`config.mk`:
```
export PLATFORM = sky130hd
export DESIGN_NAME = wb_bus_responder
export DESIGN_NICKNAME = d
export VERILOG_FILES = /design/src/rtl/wb_bus_pkg.sv /design/src/rtl/wb_bus_responder.sv
export SDC_FILE = /design/constraint.sdc
export NUM_CORES = 1
export LEC_CHECK = 0
export ABC_AREA = 1
export CORE_ASPECT_RATIO = 2
export CORE_MARGIN = 10
export CORE_UTILIZATION = 33
export CTS_CLUSTER_DIAMETER = 80
export DETAILED_ROUTE_END_ITERATION = 6
export MAX_ROUTING_LAYER = met4
export PLACE_DENSITY = 0.72
export SYNTH_ARGS = -nofsm -noshare
export SYNTH_HDL_FRONTEND = slang
export SYNTH_SLANG_ARGS = --single-unit
```
`constraint.sdc`:
```
create_clock -name clock -period 3.9 [get_ports clock]
set_clock_uncertainty 0.2 [all_clocks]
set_input_delay 0.78 -clock clock [delete_from_list [all_inputs] [get_ports clock]]
set_output_delay 0.78 -clock clock [all_outputs]
set_load 0.02 [all_outputs]
```
`src/rtl/wb_bus_pkg.sv`:
```
// Shared definitions for the Wishbone <-> copperv ready/valid bridge.
// Holds the responder FSM state encoding, the "OK" write-response code
// and the default bus widths so the initiator-side adapter can reuse them.
package wb_bus_pkg;

  localparam int WB_ADDR_W = 32;
  localparam int WB_DATA_W = 32;
  localparam int WB_STRB_W = WB_DATA_W / 8;
  localparam int WB_RESP_W = 1;

  // Write-response code meaning "OK"; any other value terminates with wb_err.
  localparam int BUS_RESP_OK = 1;

  typedef enum logic [2:0] {
    ST_IDLE    = 3'd0,
    ST_RD_ADDR = 3'd1,
    ST_RD_DATA = 3'd2,
    ST_WR_REQ  = 3'd3,
    ST_WR_RESP = 3'd4,
    ST_TERM    = 3'd5
  } wb_bus_state_e;

endpackage

```
`src/rtl/wb_bus_responder.sv`:
```
// Wishbone classic responder that turns each Wishbone read or write into one
// transaction on the copperv ready/valid bus.
//
// Ports:
//   clock, reset            clock and synchronous active-high reset
//   wb_cyc/stb/we/adr/datwr/sel   Wishbone request from the initiator
//   wb_datrd                registered read data (holds the last read value)
//   wb_ack / wb_err         one-cycle termination pulses
//   bus_r_addr_*            read address channel (valid/ready/addr)
//   bus_r_data_*            read data channel (valid/ready/data)
//   bus_w_data_addr_*       write request channel (valid/ready + addr/data/strobe)
//   bus_w_resp_*            write response channel (valid/ready/resp)
//
// Every output is either a register or a decode of registered state, so no
// input reaches an output combinationally.
module wb_bus_responder
  import wb_bus_pkg::*;
#(
  parameter int addr_width   = WB_ADDR_W,
  parameter int data_width   = WB_DATA_W,
  parameter int strobe_width = data_width / 8,
  parameter int resp_width   = WB_RESP_W
) (
  input  logic                    clock,
  input  logic                    reset,
  // Wishbone target side
  input  logic                    wb_cyc,
  input  logic                    wb_stb,
  input  logic                    wb_we,
  input  logic [addr_width-1:0]   wb_adr,
  input  logic [data_width-1:0]   wb_datwr,
  input  logic [strobe_width-1:0] wb_sel,
  output logic [data_width-1:0]   wb_datrd,
  output logic                    wb_ack,
  output logic                    wb_err,
  // copperv bus side: read
  output logic                    bus_r_addr_valid,
  input  logic                    bus_r_addr_ready,
  output logic [addr_width-1:0]   bus_r_addr,
  input  logic                    bus_r_data_valid,
  output logic                    bus_r_data_ready,
  input  logic [data_width-1:0]   bus_r_data,
  // copperv bus side: write
  output logic                    bus_w_data_addr_valid,
  input  logic                    bus_w_data_addr_ready,
  output logic [addr_width-1:0]   bus_w_addr,
  output logic [data_width-1:0]   bus_w_data,
  output logic [strobe_width-1:0] bus_w_strobe,
  input  logic                    bus_w_resp_valid,
  output logic                    bus_w_resp_ready,
  input  logic [resp_width-1:0]   bus_w_resp
);

  localparam logic [resp_width-1:0] RESP_OK = resp_width'(BUS_RESP_OK);

  wb_bus_state_e           state_q, state_d;
  logic [addr_width-1:0]   addr_q, addr_d;
  logic [data_width-1:0]   wdata_q, wdata_d;
  logic [strobe_width-1:0] sel_q, sel_d;
  logic [data_width-1:0]   rdata_q, rdata_d;
  logic                    abort_q, abort_d;
  logic                    err_q, err_d;

  always_ff @(posedge clock) begin
    if (reset) begin
      state_q <= ST_IDLE;
      addr_q  <= '0;
      wdata_q <= '0;
      sel_q   <= '0;
      rdata_q <= '0;
      abort_q <= 1'b0;
      err_q   <= 1'b0;
    end else begin
      state_q <= state_d;
      addr_q  <= addr_d;
      wdata_q <= wdata_d;
      sel_q   <= sel_d;
      rdata_q <= rdata_d;
      abort_q <= abort_d;
      err_q   <= err_d;
    end
  end

  always_comb begin
    state_d = state_q;
    addr_d  = addr_q;
    wdata_d = wdata_q;
    sel_d   = sel_q;
    rdata_d = rdata_q;
    abort_d = abort_q;
    err_d   = err_q;

    // Once a bus valid is raised it must not be retracted, so a dropped
    // wb_cyc only marks the transaction aborted; the bus side still finishes.
    if ((state_q != ST_IDLE) && (state_q != ST_TERM) && !wb_cyc) begin
      abort_d = 1'b1;
    end

    case (state_q)
      ST_IDLE: begin
        abort_d = 1'b0;
        err_d   = 1'b0;
        if (wb_cyc && wb_stb) begin
          addr_d  = wb_adr;
          wdata_d = wb_datwr;
          sel_d   = wb_sel;
          state_d = wb_we ? ST_WR_REQ : ST_RD_ADDR;
        end
      end
      ST_RD_ADDR: if (bus_r_addr_ready) state_d = ST_RD_DATA;
      ST_RD_DATA: begin
        if (bus_r_data_valid) begin
          rdata_d = bus_r_data;
          state_d = ST_TERM;
        end
      end
      ST_WR_REQ: if (bus_w_data_addr_ready) state_d = ST_WR_RESP;
      ST_WR_RESP: begin
        if (bus_w_resp_valid) begin
          err_d   = (bus_w_resp != RESP_OK);
          state_d = ST_TERM;
        end
      end
      // TERM always returns to IDLE, so a strobe still held here is not
      // taken as a new request.
      ST_TERM: state_d = ST_IDLE;
      default: state_d = ST_IDLE;
    endcase
  end

  assign bus_r_addr_valid      = (state_q == ST_RD_ADDR);
  assign bus_r_data_ready      = (state_q == ST_RD_DATA);
  assign bus_w_data_addr_valid = (state_q == ST_WR_REQ);
  assign bus_w_resp_ready      = (state_q == ST_WR_RESP);

  assign wb_ack = (state_q == ST_TERM) && !abort_q && !err_q;
  assign wb_err = (state_q == ST_TERM) && !abort_q &&  err_q;

  assign wb_datrd     = rdata_q;
  assign bus_r_addr   = addr_q;
  assign bus_w_addr   = addr_q;
  assign bus_w_data   = wdata_q;
  assign bus_w_strobe = sel_q;

endmodule

```
==> run summary <==
first-pass GRT wire length - 22.4 mm
flop2flop setup slack - 1.59 ns
number of enable flip-flop cells after synthesis - 0
Max Cap Viol - 0
H-tree Lvls - 3
leak pwr - 2.58 nW
Total Wirelength - 14.7 mm
diode count - 0
Worst EP required - 2.92 ns
Layout area overhead - 62.0%
initial antenna violation count - 0
power per cell area - 609 nW/µm²
Crit Path Category - flop to output port
post-route cell area - 6760 µm²
top-area cell type share of the netlist area - 50.4%
crit path launch type - flop
ys flop type - dfxtp_1
grt met2 use - 30.0%
layout cells sized above 1 - 3.69%
initial DRC count - 100
worst min-delay path category - flop to flop
Layout Utilization - 54.1%
Tot GR Track Use - 16.2%
CTS resizes - 0
CTS sink count - 105
Least-Margin Pin Slew - 0.696 ns
critical path peak fanout - 8
fin. max-slew vios - 0
root buf cell - clkbuf_16
clock buffer count from CTS - 9
GRT overflow - 0
vias in the first global route - 4080
Worst setup EP type - output port
final worst path period share - 81.5%
HPWL Detailed - 11.7 mm
CP max stage delay - 0.62 ns
Post-Syn Area per Cell - 7.85 µm²
Hold Fails Final Rpt - 0
status - completed
largest net degree at the start of global routing - 71
Mapped Cells - 531
most used routing layer - met2
Initial DRT Pass Iterations - 4
CTS clock-pin slew for the worst setup and hold paths - 0.06 ns
clk_lat worst skew - 0.33 ns
Slew Limit Headroom - 53.6%
cell taking the most area after synthesis - dfxtp_1
RSZ-0062 raised after global routing - false
met3 Track Usage GR - 5.06%
row cnt - 58
register area share after synthesis - 50.4%
Seq cells post-synth - 105
IO Port Bufs - 247
GP Congestion - 0.873
CTS tree - built
Setup TNS Final - 0 ns
most numerous cell in the Yosys netlist - dfxtp_1
synthesized net count - 641
met1 usage - 14.8%
Starting Density - 33.4%
die height - 179 µm
minimum clock period - 3.18 ns
postcts setup bufs - 0
Fill cells - 1169
synth top area cells - dfxtp_1, o21ai_0, a21oi_1
synth cell count leaders - dfxtp_1, o21ai_0, inv_1, nor2_1, a21oi_1
vias per std cell - 4.59
Setup-failing EPs final - 0
ys async rst share - 0%
synth unique cells - 22
post-route ant nets - 0
crit-path cells - inv_1, nor4_1, inv_1, nor2_1, clkdlybuf4s50_1
Crit path top cell by count - inv_1
DR DRC count - 0
Post-layout nets - 838
yosys warns - 0
Max Root-Sink Buffers - 2
die area - 17800 µm²
Die Span X - 99.5 µm
CP max-delay cell - clkdlybuf4s50_1
Placed Area - 6430 µm²
Max VDD drop - 0.359 mV
Vias - 4046
# hold bufs at CTS - 0
post-DR wirelength/cell - 16.7 µm
Worst EP arrival - 2.20 ns
Max Freq - 0.315 GHz
Ports - 248
Core ar. - 12500 µm²
Post-Syn Area - 4170 µm²
[layout by cell type, fill, tap and decap left out, drive strengths merged]
cell / Yosys / final
clkdlybuf4s50: 0 / 247
dfxtp: 105 / 105
o21ai: 105 / 105
inv: 83 / 84
nor2: 83 / 83
a21oi: 68 / 68
nand2: 11 / 11
clkbuf: 18 / 9
nand3: 8 / 8
bufinv: 0 / 3
buf: 46 / 3
nor3: 2 / 2
nor4: 1 / 1
nand3b: 1 / 1
clkinv: 0 / 1
[path summary, 6_finish.rpt]
kind | start | to | depth (start not counted)
max | state_q[0] | wb_err | 5
min | bus_w_strobe[1] | bus_w_strobe[1] | 2
max reg2reg | state_q[1] | wb_datrd[1] | 7
min reg2reg | bus_w_strobe[1] | bus_w_strobe[1] | 2
[power by group]
group / total [mW] / internal [mW] / switching, mW / leakage, nW
sequential: 1.45 / 1.30 / 0.158 / 0.858
clock: 1.01 / 0.622 / 0.388 / 0.162
combinational: 1.65 / 0.730 / 0.918 / 1.56
[state kept, by name, indices dropped and copies added (netlist names)]
signal	flops
err_q	1
state_q	3
bus_w_data	32
bus_w_strobe	4
abort_q	1
wb_datrd	32
bus_r_addr	32
[worst max-delay path, delay by kind of cell (launching register included)]
kind	cells	cell delay, ns
buffers and inverters	3	0.92
flip-flops	1	0.52
AND/OR/NAND/NOR	2	0.44
[cell type report]
| class | count | area [µm²] | area share [%] |
|---|---|---|---|
| Tap cell | 150 | 188 | 2.78 |
| Clock inverter | 5 | 104 | 1.54 |
| Clock buffer | 9 | 225 | 3.33 |
| Sequential cell | 105 | 2100 | 31.1 |
| Inverter | 83 | 312 | 4.61 |
| Timing Repair Buffer | 250 | 2510 | 37.1 |
| Multi-Input combinational cell | 279 | 1320 | 19.5 |
[metal layers]
metal / up-vias / routed length [µm]
met5: - / 0
met4: 0 / 476
met3: 27 / 1060
met2: 179 / 8130
met1: 1803 / 5090
li1: 2037 / -
[metrics by stage]
step | power [mW] | hold WS, ns | instances | worst slack (ns)
2_1_floorplan | 2.43 | 0.301 | 531 | 1.73
3_3_place_gp | 3.08 | 0.229 | 867 | 1.09
3_5_place_dp | 3.14 | 0.234 | 867 | 1.06
4_1_cts | 4.16 | 0.245 | 881 | 0.716
5_1_grt | 4.36 | 0.261 | 881 | 0.564
6_report | 4.11 | 0.241 | 881 | 0.723
[kinds of logic after synthesis]
group | Yosys count | share of synthesized area [%]
AOI/OAI and AO/OA | 173 | 20.8
buffers and inverters | 147 | 18.0
DFF | 105 | 50.4
and+or+nand+nor | 106 | 10.8
Power figures use the tool's default switching activity.
==> RTL edit: new RTL, same flow settings <==
Register the output `wb_err`, without a reset; this adds one clock of latency there. The other outputs are not delayed to match. Comments in the files are not updated.
--- a/src/rtl/wb_bus_responder.sv
+++ b/src/rtl/wb_bus_responder.sv
@@ -134,7 +134,9 @@
   assign bus_w_resp_ready      = (state_q == ST_WR_RESP);
 
   assign wb_ack = (state_q == ST_TERM) && !abort_q && !err_q;
-  assign wb_err = (state_q == ST_TERM) && !abort_q &&  err_q;
+  always_ff @(posedge clock) begin
+    wb_err <= (state_q == ST_TERM) && !abort_q &&  err_q;
+  end
 
   assign wb_datrd     = rdata_q;
   assign bus_r_addr   = addr_q;
Check against the original RTL: not equivalent (Yosys sat finds a counterexample within 4 cycles, from zero or initial values and one cycle with reset high).
==> RTL edit against the unedited design <==
Area after synthesis up 0.48%; utilization down 0.14 points; combinational power about the same; die area up 0.41%; design area down 0.26%; maximum frequency up 0.46%; routed wire length down 2.0%; sequential cell count up 1; register-to-register slack about the same; setup slack better by 0.014 ns; total power down 3.2%; synthesized cell count up 0.19%; first-iteration DRC count up 14%; worst hold slack better by 0.0035 ns; critical path type unchanged; highest routed layer unchanged.
==> RTL edit: results (changes against the unedited design) <==
largest cells by area after synthesis - dfxtp_1 (51%), o21ai_0 (12%), a21oi_1 (8.1%) (was dfxtp_1 (50%), o21ai_0 (12%), a21oi_1 (8.2%))
hold_sp - bus_w_data[30] (was bus_w_strobe[1])
VDD IR max - 0.390 mV (was 0.359 mV)
Final HPWL DP - 11.5 mm (was 11.7 mm)
top cells by count, synth - dfxtp_1 (106), o21ai_0 (97), inv_1 (80), nor2_1 (80), a21oi_1 (68) (was dfxtp_1 (105), o21ai_0 (97), inv_1 (80), nor2_1 (80), a21oi_1 (68))
max incr delay on CP - 0.64 ns (was 0.62 ns)
cell count of the worst hold path - 2 (unchanged)
Pleak - 0.00256 uW (was 0.00258 uW)
largest net degree at the start of global routing - 73 (was 71)
Hold Path End - bus_w_data[30] (was bus_w_strobe[1])
global-route usage over all layers - 15.7% (was 16.2%)
IO buf count - 247 (unchanged)
GRT Residual Overflow - 0 (unchanged)
worst slew pin tran - 0.797 ns (was 0.696 ns)
vias per inst - 4.61 (was 4.59)
first-pass GRT wire length - 21.7 mm (was 22.4 mm)
root buffer cell - clkbuf_16 (unchanged)
Post-CTS Setup Repair Bufs - 0 (unchanged)
status - finished, final reports clean (unchanged)
vias in the first global route - 4043 (was 4080)
Worst R2R Setup Slack - 1.59 ns (about the same)
Starting DRT DRC Count - 114 (was 100)
placed cell areas - 6450 um2 (was 6430 um2)
post-place setup slack - 1.00 ns (was 1.06 ns)
RR Endpoint - wb_datrd[13] (was wb_datrd[1])
Mapped Nets - 642 (was 641)
clock group power - 871 uW (was 1010 uW)
Yosys cell types - 22 (unchanged)
ys async rst share - 0% (unchanged)
Seq/Total Area, Yosys - 50.7% (was 50.4%)
final wirelength - 14.5 mm (was 14.7 mm)
Max FO, Critical Path - 8 (unchanged)
switching pwr - 1490 uW (was 1460 uW)
combinational share of power - 41.5% (was 40.1%)
Filler cells - 1146 (was 1169)
GPL Wtd Cong - 0.847 (was 0.873)
fraction of layout cells with a size suffix above 1 - 3.82% (was 3.69%)
Worst Path Arrival - 2.18 ns (was 2.20 ns)
CP delay by family, top - buffers and inverters (unchanged)
[RTL edit: changes by cell type after synthesis, sizes merged]
cell | before | now
dfxtp | 105 | 106
[RTL edit: worst max path at each step]
stage | start | end | slack (ns) | cells after the start
5_1_grt | state_q[0] | wb_ack | 0.64 | 5
3_3_place_gp | wb_cyc | bus_w_data[4] | 1.07 | 5
3_5_place_dp | wb_cyc | bus_r_addr[29] | 1.00 | 5
6_report | state_q[0] | wb_ack | 0.74 | 5
2_1_floorplan | state_q[0] | wb_ack | 1.73 | 5
4_1_cts | state_q[0] | wb_ack | 0.75 | 5
[RTL edit: stage by stage]
step	util (%)	hold slack [ns]	cells	power [uW]
floorplan	-	0.224	532	2440
finish	54.0	0.244	883	3980
global placement	51.7	0.230	867	3090
detailed placement	51.7	0.237	867	3150
global route	54.0	0.263	883	4220
CTS	54.0	0.248	883	4030
[RTL edit: per-layer routing]
layer,track usage [%],vias to the layer above,wire length (um)
met5,-,-,0
met4,5.76,0,291
met1,14.7,1818,5010
li1,-,2040,-
met2,29.0,189,8000
met3,4.84,24,1150
[RTL edit: cells by family (layout without fill, tap and decap cells)]
family	after synthesis	after routing	share of synthesized area, %
simple gates	106	106	10.8
compound gates	173	173	20.7
buf+inv	147	348	17.9
flops	106	106	50.7
[RTL edit: tightest hold or removal path: cells and delay by family (launching register included)]
| kind | cells | cell delay [ns] |
|---|---|---|
| flops | 1 | 0.31 |
| buf+inv | 1 | 0.04 |
| compound gates | 1 | 0.05 |
[RTL edit: layout make-up]
type | count | share of cell area [%]
clock buffers | 9 | 3.34
multi-input cells | 279 | 19.6
well taps | 150 | 2.79
repair buffers | 249 | 37.3
clock inverters | 7 | 0.910
inverters | 83 | 4.62
flip-flops and latches | 106 | 31.5
